[config.mk]
export PLATFORM = sky130hd
export DESIGN_NAME = seg_scan
export DESIGN_NICKNAME = d
export VERILOG_FILES = /design/src/rtl/seg_scan.sv
export SDC_FILE = /design/constraint.sdc
export NUM_CORES = 1
export LEC_CHECK = 0
export ABC_AREA = 1
export CORE_MARGIN = 3
export CORE_UTILIZATION = 50
export CTS_BUF_LIST = sky130_fd_sc_hd__clkbuf_4 sky130_fd_sc_hd__clkbuf_8
export DETAILED_ROUTE_END_ITERATION = 6
export GPL_TIMING_DRIVEN = 0
export PLACE_DENSITY = 0.75
export SLEW_MARGIN = 0
export SYNTH_ARGS = -nofsm -noshare
export SYNTH_HDL_FRONTEND = slang
export SYNTH_SLANG_ARGS = --single-unit
export TNS_END_PERCENT = 50
[constraint.sdc]
create_clock -name display_clk -period 2.6 [get_ports display_clk]
set_input_delay 0.26 -clock display_clk [delete_from_list [all_inputs] [get_ports display_clk]]
set_output_delay 0.26 -clock display_clk [all_outputs]
set_load 0.005 [all_outputs]
[src/rtl/seg_scan.sv]
`default_nettype none
// ============================================================================
// Module      : seg_scan
// Description : Four-digit multiplexed seven-segment scanner. A prescaler
//               divides display_clk into digit slots; a frame register
//               captures BCD once per frame so a scan never tears. Drives
//               active-low anodes and cathodes with optional leading-zero
//               blanking and a dash glyph for non-decimal nibbles.
// Revision    : 1.0 - initial release
// ============================================================================
module seg_scan #(
    parameter int SCAN_DIV = 50000
) (
    input  logic        display_clk,
    input  logic        RST,
    input  logic [15:0] BCD,
    input  logic        LZB,
    output logic [3:0]  DIGIT,
    output logic [7:0]  SEGMENT,
    output logic        FRAME_TICK
);

    localparam logic [15:0] C_CNT_LAST = 16'(SCAN_DIV - 1);
    localparam logic [7:0]  C_SEG_OFF  = 8'hFF;
    localparam logic [7:0]  C_SEG_DASH = 8'hBF;

    logic [15:0] r_cnt;
    logic [1:0]  r_idx;
    logic [15:0] r_frame;

    logic        w_tick;
    logic        w_load;
    logic [3:0]  w_nib;
    logic        w_zero_above;
    logic [7:0]  w_seg;

    // Active-low glyph for one nibble; dp (bit 7) is always off.
    function automatic logic [7:0] f_decode(input logic [3:0] nib);
        logic [7:0] seg;
        case (nib)
            4'd0:    seg = 8'hC0;
            4'd1:    seg = 8'hF9;
            4'd2:    seg = 8'hA4;
            4'd3:    seg = 8'hB0;
            4'd4:    seg = 8'h99;
            4'd5:    seg = 8'h92;
            4'd6:    seg = 8'h82;
            4'd7:    seg = 8'hF8;
            4'd8:    seg = 8'h80;
            4'd9:    seg = 8'h90;
            default: seg = C_SEG_DASH;
        endcase
        return seg;
    endfunction

    assign w_tick = (r_cnt == C_CNT_LAST);
    assign w_load = (r_cnt == 16'd0) && (r_idx == 2'd0);

    // Select the current slot's nibble and check whether it and every more
    // significant digit are zero (slot 0 is never a blanking candidate).
    always_comb begin
        w_nib        = r_frame[3:0];
        w_zero_above = 1'b0;
        case (r_idx)
            2'd1: begin
                w_nib        = r_frame[7:4];
                w_zero_above = (r_frame[15:4] == 12'd0);
            end
            2'd2: begin
                w_nib        = r_frame[11:8];
                w_zero_above = (r_frame[15:8] == 8'd0);
            end
            2'd3: begin
                w_nib        = r_frame[15:12];
                w_zero_above = (r_frame[15:12] == 4'd0);
            end
            default: begin
                w_nib        = r_frame[3:0];
                w_zero_above = 1'b0;
            end
        endcase
        w_seg = (LZB && w_zero_above) ? C_SEG_OFF : f_decode(w_nib);
    end

    // Prescaler, slot index, frame capture and registered display outputs.
    always_ff @(posedge display_clk) begin
        if (RST) begin
            r_cnt      <= 16'd0;
            r_idx      <= 2'd0;
            r_frame    <= 16'd0;
            DIGIT      <= 4'b1111;
            SEGMENT    <= C_SEG_OFF;
            FRAME_TICK <= 1'b0;
        end else begin
            if (w_tick) begin
                r_cnt <= 16'd0;
                r_idx <= r_idx + 2'd1;
            end else begin
                r_cnt <= r_cnt + 16'd1;
            end
            if (w_load) begin
                r_frame <= BCD;
            end
            FRAME_TICK <= w_load;
            DIGIT      <= ~(4'b0001 << r_idx);
            SEGMENT    <= w_seg;
        end
    end

endmodule
`default_nettype wire

==> summary.txt <==
Status: complete, no violations
DRT Pass-1 Iters: 5
FF+latch count, synth: 46
Synthesized cell area: 0.00224 mm²
CTS tree: yes
Vias in the first global route: 1919
Die X-Extent: 73.0 µm
Worst Max-Slew Pin Slew: 580 ps
Pwr Total: 1.51 mW
Initial Util: 53.8%
Hold-fix buffers at CTS: 0
Startpoint Class: register
CP arrival: 2320 ps
Remaining global-route overflow: 0
Max H-tree Level: 2
Final TNS setup: 0 ps
Post-DP HPWL: 3550 µm
Buffers & Inverters on Critical Path: 3
Setup slack after layout: 471 ps
Min Hold Slack: 467 ps
Async set or reset register ratio after synthesis: 0%
Via count: 2029
Post-route insts no fill: 390
Pin count of the biggest net entering global routing: 14
Final GP Congestion: 0.850
WP depth: 10
Clk pin slew, worst setup/hold paths: 80 ps
Placed Cells incl. Taps: 382
Pre-CTS setup slack: 480 ps
Syn-to-layout area delta: 20.4%
Fillers: 389
Power per cell area: 559 mW/mm²
Port buffer count: 30
Initial antenna violation count: 0
Final instance area: 0.00270 mm²
Synth cell types: 30
Nets: 367
Clock buffer depth: 2
# IOs: 32
Slew HR: 61.4%
Tot GR Track Use: 20.1%
Area of the core: 0.00417 mm²
Max VDD drop: 321 µV
Global-route wire length before repair: 8390 µm
Max-Cap Viols: 0
CP top delay family: simple AND/OR/NAND/NOR gates
Clock latency at the later pin of the worst-skew pair: 300 ps
Ys flop type: dfxtp_1
Num CTS Buffers: 5
Yosys warning count: 0
Clock sinks: 46
Static Leak: 1.12 nW
Fin util: 64.7%
Antenna-violating nets left: 0
WS Path Type: reg -> reg
Max incr delay on CP: 360 ps
Crit end category: register
ANT cells: 0
Most used cell, CP: inv_1
Post-CTS Setup Bufs: 0
Mapped Avg Cell Area: 7.43 µm²
Final setup violation count: 0
CP max-delay cell: dfxtp_1
Post-synthesis sequential area ratio: 41.0%
FP Rows: 23
Post-layout min period: 2130 ps
RSZ-0062 raised after global routing: false
Fraction of layout cells with a size suffix above 1: 10.9%
Drt initial violations: 129
Final hold viol count: 0
Hold Path Depth: 2
Worst hold path type: reg -> reg
Max Fclk: 0.470 GHz
Average wire per standard cell: 12.1 µm
Req. time, crit path: 2790 ps
Die Height: 73.0 µm
Setup Skew: 2.55 ps
Drt total wl: 4700 µm
Post-placement cell area: 0.00261 mm²
Root buf cell: clkbuf_8
Number of remaining DRC errors: 0
Syn Nets: 330
Critical Path, Cell by Cell: inv_1 > ha_1 > inv_1 > nand2_1 > o21ai_4 > inv_1 > ha_1 > or2_2 > nand3_1 > nand2_1
Post-synth EDFFs: 0
Fin crit share: 81.9%
Max Slew Vio Count: 0
Cells after Synth: 302
Cells on worst reg2reg path: 10
Post-CTS Resized: 0
DR vias/cell: 5.20
Die ar.: 0.00533 mm²
Crit-path max FO: 7
worst register-to-register path, stage by stage, from the launching register on:
cell and delay, ps:
dfxtp_1 360, inv_1 100, ha_1 320, inv_1 180
nand2_1 110, o21ai_4 210, inv_1 120, ha_1 200
or2_2 290, nand3_1 80, nand2_1 50
where the power goes:
group          switching (mW)  internal, mW
Combinational           0.140         0.125
Sequential             0.0263         0.758
Clock                   0.236         0.225
Total                   0.402          1.11
path summary, 6_finish.rpt:
kind / startpoint / endpoint / slack (ps)
setup / recovery: r_idx[0]$_SDFFE_PP0P_ / SEGMENT[5]$_SDFF_PP1_ / 470
hold / removal: r_frame[3]$_SDFFE_PP0P_ / r_frame[3]$_SDFFE_PP0P_ / 470
setup reg to reg: r_idx[0]$_SDFFE_PP0P_ / SEGMENT[5]$_SDFF_PP1_ / 470
hold reg to reg: r_frame[3]$_SDFFE_PP0P_ / r_frame[3]$_SDFFE_PP0P_ / 470
placed cells by master, fill, tap and decap left out, types with 4 or more instances in the layout:
cell	count
clkbuf_8	6
clkdlybuf4s50_1	30
ha_1	9
nand3_1	16
inv_1	39
nand2_1	67
nor2_1	32
nand3_2	4
o21ai_0	12
nor3_1	4
o21ai_2	8
dfxtp_1	46
nand4_1	7
nor2_4	4
o21ai_1	5
a21oi_1	29
registers in the layout (all words and copies together), names as in the netlist:
signal	flops
r_cnt	16
r_frame	16
SEGMENT	7
DIGIT	4
r_idx	2
FRAME_TICK	1
synthesized netlist by cell type (2+ instances only):
cell,instances,area [µm²]
nand2_1,67,251
dfxtp_1,46,921
inv_1,39,146
nor2_1,32,120
a21oi_1,29,145
nand3_1,16,80.1
o21ai_0,12,60.1
ha_1,9,113
o21ai_2,8,70.1
nand4_1,7,43.8
o21ai_1,5,25.0
nand3_2,4,40.0
nor2_4,4,45.0
nor3_1,4,20.0
buf_4,2,15.0
nand2_2,2,12.5
nor2_2,2,12.5
xor2_1,2,17.5
per-layer routing:
metal / vias to the layer above / global-route usage, % / wire [µm]
li1: 1039 / - / -
met1: 934 / 27.2 / 2340
met2: 49 / 31.0 / 2060
met3: 7 / 4.96 / 235
met4: 0 / 6.97 / 65
met5: - / 0 / 0
cells by family (layout without fill, tap and decap cells):
family | after synthesis | count (layout) | share of synthesized area (%)
DFF | 46 | 46 | 41.0
buffers and inverters | 45 | 83 | 8.20
xor gates and xnor gates | 3 | 3 | 1.17
adders and majority gates | 9 | 9 | 5.02
other | 1 | 1 | 0.167
AOI/OAI and AO/OA | 56 | 56 | 14.4
and+or+nand+nor | 142 | 142 | 30.0
area by class of cell:
class	instances	area, µm²	share of cell area, %
clock inverters	1	5.00	0.185
clock buffers	7	90.1	3.33
well taps	50	62.6	2.32
inverters	40	150	5.56
repair buffers	30	300	11.1
multi-input cells	211	1140	42.1
plain buffers	5	33.8	1.25
flip-flops and latches	46	921	34.1
Note: power is estimated with default switching activity, not from simulation.
